==> src/rtl/uart_proto_pkg.sv <==
//------------------------------------------------------------------------------
// Module : uart_proto_pkg
// Brief  : Packet field positions, byte counts and FSM states shared by the
//          UART memory client.
// Rev    : 1.0  initial release
//------------------------------------------------------------------------------
`default_nettype none

package uart_proto_pkg;

    localparam int CMD_WRITE_BIT    = 7;
    localparam int CMD_MASK_LSB     = 0;
    localparam int READ_REPLY_BYTES = 4;
    localparam int WRITE_DATA_BYTES = 4;

    typedef enum logic [2:0] {
        ST_IDLE      = 3'd0,
        ST_SEND_CMD  = 3'd1,
        ST_SEND_ADDR = 3'd2,
        ST_SEND_DATA = 3'd3,
        ST_WAIT_RESP = 3'd4,
        ST_RESP      = 3'd5
    } client_state_t;

endpackage

`default_nettype wire

==> src/rtl/uart_mem_client.sv <==
//------------------------------------------------------------------------------
// Module : uart_mem_client
// Brief  : Turns one CPU memory request into a UART request packet and, for
//          reads, assembles the 4-byte reply under a response timeout.
// Rev    : 1.0  initial release
//------------------------------------------------------------------------------
`default_nettype none

module uart_mem_client #(
    parameter int TIMEOUT_CYCLES = 1000000,
    parameter int ADDR_W         = 32
) (
    input  logic              clk,
    input  logic              rst,
    input  logic              req_valid,
    output logic              req_ready,
    input  logic              req_write,
    input  logic [ADDR_W-1:0] req_addr,
    input  logic [31:0]       req_wdata,
    input  logic [3:0]        req_mask,
    output logic              resp_valid,
    output logic [31:0]       resp_rdata,
    output logic              resp_err,
    output logic              send_flag,
    output logic [7:0]        send_data,
    input  logic              send_able,
    output logic              recv_flag,
    input  logic [7:0]        recv_data,
    input  logic              recv_able
);
    import uart_proto_pkg::*;

    localparam int ADDR_BYTES = ADDR_W / 8;
    localparam int IDX_W      = (ADDR_BYTES > 4) ? $clog2(ADDR_BYTES) : 2;
    localparam int TMO_W      = $clog2(TIMEOUT_CYCLES + 1);

    localparam logic [IDX_W-1:0] c_addr_last  = IDX_W'(ADDR_BYTES - 1);
    localparam logic [1:0]       c_data_last  = 2'(WRITE_DATA_BYTES - 1);
    localparam logic [1:0]       c_reply_last = 2'(READ_REPLY_BYTES - 1);
    localparam logic [TMO_W-1:0] c_tmo_last   = TMO_W'(TIMEOUT_CYCLES - 1);

    client_state_t     r_state, w_state_nxt;
    logic              r_write, w_write_nxt;
    logic [ADDR_W-1:0] r_addr, w_addr_nxt;
    logic [31:0]       r_wdata, w_wdata_nxt;
    logic [3:0]        r_mask, w_mask_nxt;
    logic [IDX_W-1:0]  r_idx, w_idx_nxt;
    logic [TMO_W-1:0]  r_tmo, w_tmo_nxt;

    logic              r_req_ready, w_req_ready_nxt;
    logic              r_resp_valid, w_resp_valid_nxt;
    logic [31:0]       r_rdata, w_rdata_nxt;
    logic              r_err, w_err_nxt;
    logic              r_send_flag, w_send_flag_nxt;
    logic [7:0]        r_send_data, w_send_data_nxt;
    logic              r_recv_flag, w_recv_flag_nxt;

    logic              w_push_ok;
    logic              w_pop_ok;
    logic [7:0]        w_cmd;

    // A strobe registered last cycle means the FIFO flag has not caught up yet.
    assign w_push_ok = send_able && !r_send_flag;
    assign w_pop_ok  = recv_able && !r_recv_flag;

    always_comb begin
        w_cmd                    = '0;
        w_cmd[CMD_WRITE_BIT]     = r_write;
        w_cmd[CMD_MASK_LSB +: 4] = r_mask;
    end

    always_comb begin
        w_state_nxt     = r_state;
        w_write_nxt     = r_write;
        w_addr_nxt      = r_addr;
        w_wdata_nxt     = r_wdata;
        w_mask_nxt      = r_mask;
        w_idx_nxt       = r_idx;
        w_tmo_nxt       = r_tmo;
        w_rdata_nxt     = r_rdata;
        w_err_nxt       = r_err;
        w_send_flag_nxt = 1'b0;
        w_send_data_nxt = r_send_data;
        w_recv_flag_nxt = 1'b0;

        case (r_state)
            ST_IDLE: begin
                if (w_pop_ok) begin
                    w_recv_flag_nxt = 1'b1;
                end
                if (req_valid) begin
                    w_write_nxt = req_write;
                    w_addr_nxt  = req_addr;
                    w_wdata_nxt = req_wdata;
                    w_mask_nxt  = req_write ? req_mask : 4'h0;
                    w_rdata_nxt = '0;
                    w_err_nxt   = 1'b0;
                    w_idx_nxt   = '0;
                    w_state_nxt = ST_SEND_CMD;
                end
            end

            ST_SEND_CMD: begin
                if (w_push_ok) begin
                    w_send_flag_nxt = 1'b1;
                    w_send_data_nxt = w_cmd;
                    w_idx_nxt       = '0;
                    w_state_nxt     = ST_SEND_ADDR;
                end
            end

            ST_SEND_ADDR: begin
                if (w_push_ok) begin
                    w_send_flag_nxt = 1'b1;
                    w_send_data_nxt = r_addr[{r_idx, 3'b000} +: 8];
                    if (r_idx == c_addr_last) begin
                        w_idx_nxt = '0;
                        if (r_write) begin
                            w_state_nxt = ST_SEND_DATA;
                        end else begin
                            w_tmo_nxt   = '0;
                            w_state_nxt = ST_WAIT_RESP;
                        end
                    end else begin
                        w_idx_nxt = r_idx + 1'b1;
                    end
                end
            end

            ST_SEND_DATA: begin
                if (w_push_ok) begin
                    w_send_flag_nxt = 1'b1;
                    w_send_data_nxt = r_wdata[{r_idx[1:0], 3'b000} +: 8];
                    if (r_idx[1:0] == c_data_last) begin
                        w_idx_nxt   = '0;
                        w_err_nxt   = 1'b0;
                        w_state_nxt = ST_RESP;
                    end else begin
                        w_idx_nxt = r_idx + 1'b1;
                    end
                end
            end

            ST_WAIT_RESP: begin
                // A captured byte takes priority over an expiring timeout.
                if (w_pop_ok) begin
                    w_recv_flag_nxt = 1'b1;
                    w_rdata_nxt[{r_idx[1:0], 3'b000} +: 8] = recv_data;
                    w_tmo_nxt = '0;
                    if (r_idx[1:0] == c_reply_last) begin
                        w_idx_nxt   = '0;
                        w_err_nxt   = 1'b0;
                        w_state_nxt = ST_RESP;
                    end else begin
                        w_idx_nxt = r_idx + 1'b1;
                    end
                end else if (r_tmo == c_tmo_last) begin
                    w_rdata_nxt = '0;
                    w_err_nxt   = 1'b1;
                    w_idx_nxt   = '0;
                    w_state_nxt = ST_RESP;
                end else begin
                    w_tmo_nxt = r_tmo + 1'b1;
                end
            end

            ST_RESP: begin
                w_state_nxt = ST_IDLE;
            end

            default: begin
                w_state_nxt = ST_IDLE;
            end
        endcase

        w_resp_valid_nxt = (w_state_nxt == ST_RESP);
        w_req_ready_nxt  = (w_state_nxt == ST_IDLE);
    end

    always_ff @(posedge clk or posedge rst) begin
        if (rst) begin
            r_state      <= ST_IDLE;
            r_write      <= 1'b0;
            r_addr       <= '0;
            r_wdata      <= '0;
            r_mask       <= '0;
            r_idx        <= '0;
            r_tmo        <= '0;
            r_req_ready  <= 1'b1;
            r_resp_valid <= 1'b0;
            r_rdata      <= '0;
            r_err        <= 1'b0;
            r_send_flag  <= 1'b0;
            r_send_data  <= '0;
            r_recv_flag  <= 1'b0;
        end else begin
            r_state      <= w_state_nxt;
            r_write      <= w_write_nxt;
            r_addr       <= w_addr_nxt;
            r_wdata      <= w_wdata_nxt;
            r_mask       <= w_mask_nxt;
            r_idx        <= w_idx_nxt;
            r_tmo        <= w_tmo_nxt;
            r_req_ready  <= w_req_ready_nxt;
            r_resp_valid <= w_resp_valid_nxt;
            r_rdata      <= w_rdata_nxt;
            r_err        <= w_err_nxt;
            r_send_flag  <= w_send_flag_nxt;
            r_send_data  <= w_send_data_nxt;
            r_recv_flag  <= w_recv_flag_nxt;
        end
    end

    assign req_ready  = r_req_ready;
    assign resp_valid = r_resp_valid;
    assign resp_rdata = r_rdata;
    assign resp_err   = r_err;
    assign send_flag  = r_send_flag;
    assign send_data  = r_send_data;
    assign recv_flag  = r_recv_flag;

endmodule

`default_nettype wire
==> config.mk <==
export PLATFORM = sky130hd
export DESIGN_NAME = uart_mem_client
export DESIGN_NICKNAME = d
export VERILOG_FILES = /design/src/rtl/uart_proto_pkg.sv /design/src/rtl/uart_mem_client.sv
export SDC_FILE = /design/constraint.sdc
export NUM_CORES = 1
export LEC_CHECK = 0
export CORE_AREA = 2 2 138 140
export CTS_BUF_LIST = sky130_fd_sc_hd__clkbuf_2
export CTS_CLUSTER_DIAMETER = 120
export CTS_CLUSTER_SIZE = 8
export DETAILED_ROUTE_END_ITERATION = 6
export DIE_AREA = 0 0 140 142
export SLEW_MARGIN = 20
export SYNTH_ARGS = -nofsm -noshare
export SYNTH_HDL_FRONTEND = slang
export SYNTH_SLANG_ARGS = --single-unit
==> constraint.sdc <==
create_clock -name clk -period 9.2 [get_ports clk]
set_input_delay 0.92 -clock clk [delete_from_list [all_inputs] [get_ports clk]]
set_output_delay 0.92 -clock clk [all_outputs]
set_load 0.01 [all_outputs]
-- Word level (Yosys, flattened, before mapping)
Cells that the tools add are included.
- register bits after elaboration: 139
- input port bits: 82
- output and inout bits: 45
- word-level logic and storage cells: 100
- add/subtract/negate cells: 3
- eq/ne operators: 16
- shifts and indexed selects: 4
- multiplexer cells: 43
- reduce and logical (&&, ||, !) cells: 20
- operators by type and width (operator ; count):
    20-bit two-way mux ; 5
    32-bit two-way mux ; 3
    32-bit one-hot mux with 2 select lines ; 1
    32-bit by 6-bit indexed part select with 8-bit output ; 2
    20-bit one-hot mux with 2 select lines ; 1
    32-bit bitwise mux ; 1
    8-bit by 7-bit variable shift with 32-bit output (first input constant) ; 1
    8-bit by 7-bit indexed part select with 32-bit output ; 1
    3-bit two-way mux ; 9
    8-bit two-way mux ; 3
    8-bit one-hot mux with 3 select lines ; 1
    20-bit by 1-bit adder with 20-bit output (second input constant) ; 1
    20-bit equality test (second input constant) ; 1
    3-bit one-hot mux with 5 select lines ; 1
    2-bit two-way mux ; 6
    2-bit != test (second input constant) ; 6
    5-bit AND reduction ; 2
    1-bit two-way mux ; 9
    2-bit one-hot mux with 4 select lines ; 1
    4-bit AND reduction ; 2
    5-bit negator with 7-bit output ; 1
    3-bit by 2-bit equality test with 1-bit output (second input constant) ; 2
    3-bit equality test (second input constant) ; 2
    3-bit logical NOT ; 2
    16 further kinds ; 22

-- Longest topological paths before layout
- word-level depth: 5
- gate-level depth with buffers: 8
- mapped depth without buffers: 6

-- Least setup slack after synthesis
No wires, ideal clock.
- path type: input to register
- start point: input port send_able
- end point: register r_tmo[7]
- setup time: 83 ps
- arrival time: 1981 ps
- required time: 9117 ps
- setup slack: 7136 ps
- stages: 6
- path buffers: 2
- cells stage by stage: and4bb_2 > a31oi_1 > buf_2 > clkbuf_1 > o21ai_0 > o21ai_0
- cells in the longest elaborated chain, start to end: 3
- ends and longest elaborated chain (element ; RTL line ; text):
    from (decl) ; uart_mem_client.sv:26 ; input logic send_able,
    1-bit logical AND ; uart_mem_client.sv:63 ; assign w_push_ok = send_able && !r_send_flag;
    2-bit != test (no line) ; n/a ;
    5-bit AND reduction (no line) ; n/a ;
    to (signal assigned) ; uart_mem_client.sv:203 ; r_tmo <= w_tmo_nxt;
    to (decl) ; uart_mem_client.sv:48 ; logic [TMO_W-1:0] r_tmo, w_tmo_nxt;
Every way passes these cells.
A chain may end at the register's enable or synchronous reset.

-- Worst setup path in the final report
- start point: register r_req_ready, in the netlist req_ready
- end point: output port req_ready
- RTL lines (element ; RTL line ; text):
    from (decl) ; uart_mem_client.sv:50 ; logic r_req_ready, w_req_ready_nxt;
    from (signal assigned) ; uart_mem_client.sv:204 ; r_req_ready <= w_req_ready_nxt;
    to (decl) ; uart_mem_client.sv:16 ; output logic req_ready,
No word-level cell between the ends.

==> run summary <==
Status -> finished, violations left
Failing checks -> design-rule violations
Netlist cell types -> 54
Die ar. -> 19900 um2
Clk_skew -> 0.0350 ns
Worst-skew pair later-pin latency -> 0.71 ns
Pre-CTS setup slack -> 6.21 ns
P_int -> 1.37 mW
Area contributors post-synth -> dfrtp_1 55%, mux2_2 11%, a22o_1 4.7%, mux4_2 3.9%, o21ai_0 1.9%
Port bufs -> 126
Layout cells sized above 1 -> 20.3%
Fin crit share -> 29.2%
Fin crit period -> 2.69 ns
Top-count cell post-synth -> dfrtp_1
WL final -> 15500 um
Reg power frac -> 45.6%
Placer congestion estimate -> 0.786
Initial antenna violation count -> 0
Max VDD drop -> 0.000117 V
First-pass GRT wire length -> 25200 um
Worst path arrival time -> 1.77 ns
GRT overflow -> 0
Worst min path class -> reg2reg
Post-synthesis sequential area ratio -> 55.2%
Net Sw Power -> 0.685 mW
Leakage -> 3.37 nW
H-tree depth -> 4
Syn Inst Count -> 508
Hold buffers post-CTS -> 0
Synth cell count leaders -> 138 x dfrtp_1, 64 x mux2_2, 34 x a22o_1, 25 x nor2_1, 24 x o21ai_0
Largest net degree at the start of global routing -> 76
Post-synth top area share -> 54.8%
Mapped Nets -> 595
Synth warnings -> 0
CTS Sinks -> 139
Worst-path clk slew -> 0.21 ns
Vias per cell -> 5.24
Die height -> 142 um
Crit-path leading delay family -> flip-flops
Average size of a mapped cell -> 12.4 um2
Top_reg_cell synth -> dfrtp_1
Postcts setup bufs -> 0
Slew @ Worst Pin -> 0.961 ns
Max-Slew Margin vs Limit -> 35.9%
DP HPWL -> 11000 um
Final hold vios -> 0
Pwr/cell area -> 255 nW/um2
# rows -> 50
Max incr delay on CP -> 0.56 ns
Combinational Power Share -> 34.3%
Vias in the first global route -> 4853
Fillers -> 1701
Core Footprint -> 18500 um2
Crit Path Class -> reg2out
Setup WS post-layout -> 6.51 ns
Post-Synthesis Cell Area -> 6310 um2
# IOs -> 127
Remaining routing DRC violations -> 7
Sw Ratio -> 33.3%
CP required -> 8.28 ns
P&R area growth vs syn -> 27.6%
Routed Antenna Nets -> 0
Post-CTS sizing -> 0
Slew Viols, Final -> 0
Fin Setup TNS -> 0 ns
Worst Path Buf+Inv -> 1
Drt first-iter violations -> 252
CTS tree -> built
Peak Freq -> 372 MHz
Clk root buf -> clkbuf_2
Setup crit start kind -> register
Starting Density -> 34.2%
Crit-path max FO -> 1
Cell at the slowest stage of the critical path -> dfstp_2
#FFs+latches synth -> 139
Vias -> 4582
Number of inserted diodes -> 0
Layout Nets -> 715
RSZ-0062 raised after global routing -> no
DR WL/cell -> 17.7 um
Total CTS buffers -> 17
Count of final setup violators -> 0
Die W -> 140 um
Area leader, netlist -> dfrtp_1
Clk network pwr share -> 20.1%
CP Cell Sequence -> clkdlybuf4s50_1
Clk buf depth -> 2
Max cap viols -> 0
Asr flop ratio synth -> 100%
Gr usage total -> 16.1%
CP endpoint kind -> output port
DR pass1 iterations -> 7
EDFF count, synth -> 0
## worst register-to-register path: cells and delay by family, from the launching register on
family	cells	cell delay, ns
buf+inv	1	0.68
flops	1	0.63
mux	1	0.48
simple gates	3	0.58
## area by class of cell
| type | instances | area, um2 | area share, % |
|---|---|---|---|
| timing repair buffer | 130 | 1290 | 16.0 |
| multi-input combinational | 323 | 2640 | 32.8 |
| tap | 234 | 293 | 3.64 |
| inverter | 17 | 68.8 | 0.855 |
| clock buffer | 17 | 85.1 | 1.06 |
| sequential | 139 | 3480 | 43.2 |
| clock inverter | 14 | 193 | 2.39 |
## metrics by stage
step | area [um2] | hold WS (ns) | util [%] | instances | total power, mW
after global routing | 8050 | 0.551 | 43.6 | 874 | 2.19
after CTS | 8050 | 0.533 | 43.6 | 874 | 2.08
after detailed placement | 7770 | 0.491 | 42.1 | 843 | 1.67
after floorplan | 6310 | 0.443 | - | 508 | 1.43
after global placement | 7770 | 0.483 | 42.1 | 843 | 1.64
final | 8050 | 0.529 | 43.6 | 874 | 2.06
## cell usage in the layout (no fill, tap or decap), types with 6 or more instances in the layout
cell type / count
o21ai_0: 24
a31oi_1: 6
mux2i_1: 6
mux4_2: 11
a22o_1: 34
mux2_2: 64
dfrtp_1: 138
nor2_1: 24
a21oi_1: 20
clkdlybuf4s50_1: 126
nand3_1: 21
nor3_1: 9
nand4_1: 7
nand2_1: 16
inv_1: 16
clkbuf_2: 17
## per-layer routing
| layer | GRT usage, % | routed length (um) | vias up |
|---|---|---|---|
| li1 | - | - | 2138 |
| met1 | 20.7 | 6930 | 2309 |
| met2 | 26.3 | 7340 | 120 |
| met3 | 5.72 | 1110 | 15 |
| met4 | 3.83 | 128 | 0 |
| met5 | 0 | 0 | - |
## flip-flops by register name, summed over array words and instances, names as in the netlist
register	count
send_flag	1
r_state	3
resp_valid	1
resp_err	1
send_data	8
r_mask	4
r_tmo	20
r_addr	32
req_ready	1
r_idx	2
r_write	1
r_wdata	32
resp_rdata	32
recv_flag	1
## power by group through the flow
stage / clock, mW / combinational [mW] / sequential, mW
final: 0.412 / 0.706 / 0.937
after global routing: 0.453 / 0.774 / 0.968
after CTS: 0.426 / 0.718 / 0.940
after detailed placement: 0 / 0.717 / 0.953
after global placement: 0 / 0.701 / 0.942
after floorplan: 0 / 0.525 / 0.901
## final timing paths
kind                            slack, ns                  from                         end  cells past startpoint
worst min register to register       0.53  r_tmo[9]$_DFFE_PP0P_        r_tmo[9]$_DFFE_PP0P_                      1
worst max register to register       6.72  r_state[0]$_DFF_PP0_      r_addr[15]$_DFFE_PP0P_                      5
max in group asynchronous            7.18                   rst     r_wdata[31]$_DFFE_PP0P_                      3
worst min-delay path                 0.53  r_tmo[9]$_DFFE_PP0P_        r_tmo[9]$_DFFE_PP0P_                      1
worst max-delay path                 6.51   req_ready$_DFF_PP1_                   req_ready                      1
min in group asynchronous            0.61                   rst  resp_rdata[29]$_DFFE_PP0P_                      2
## cell families after synthesis
logic type / share of synthesized area (%)
AO/OA/AOI/OAI: 13.2
flip-flops: 55.2
multiplexers: 16.3
XOR/XNOR: 0.555
buffers and inverters: 3.09
AND/OR/NAND/NOR: 10.7
adder cells (fa/ha/maj): 0.992
Note: power is estimated with default switching activity, not from simulation.
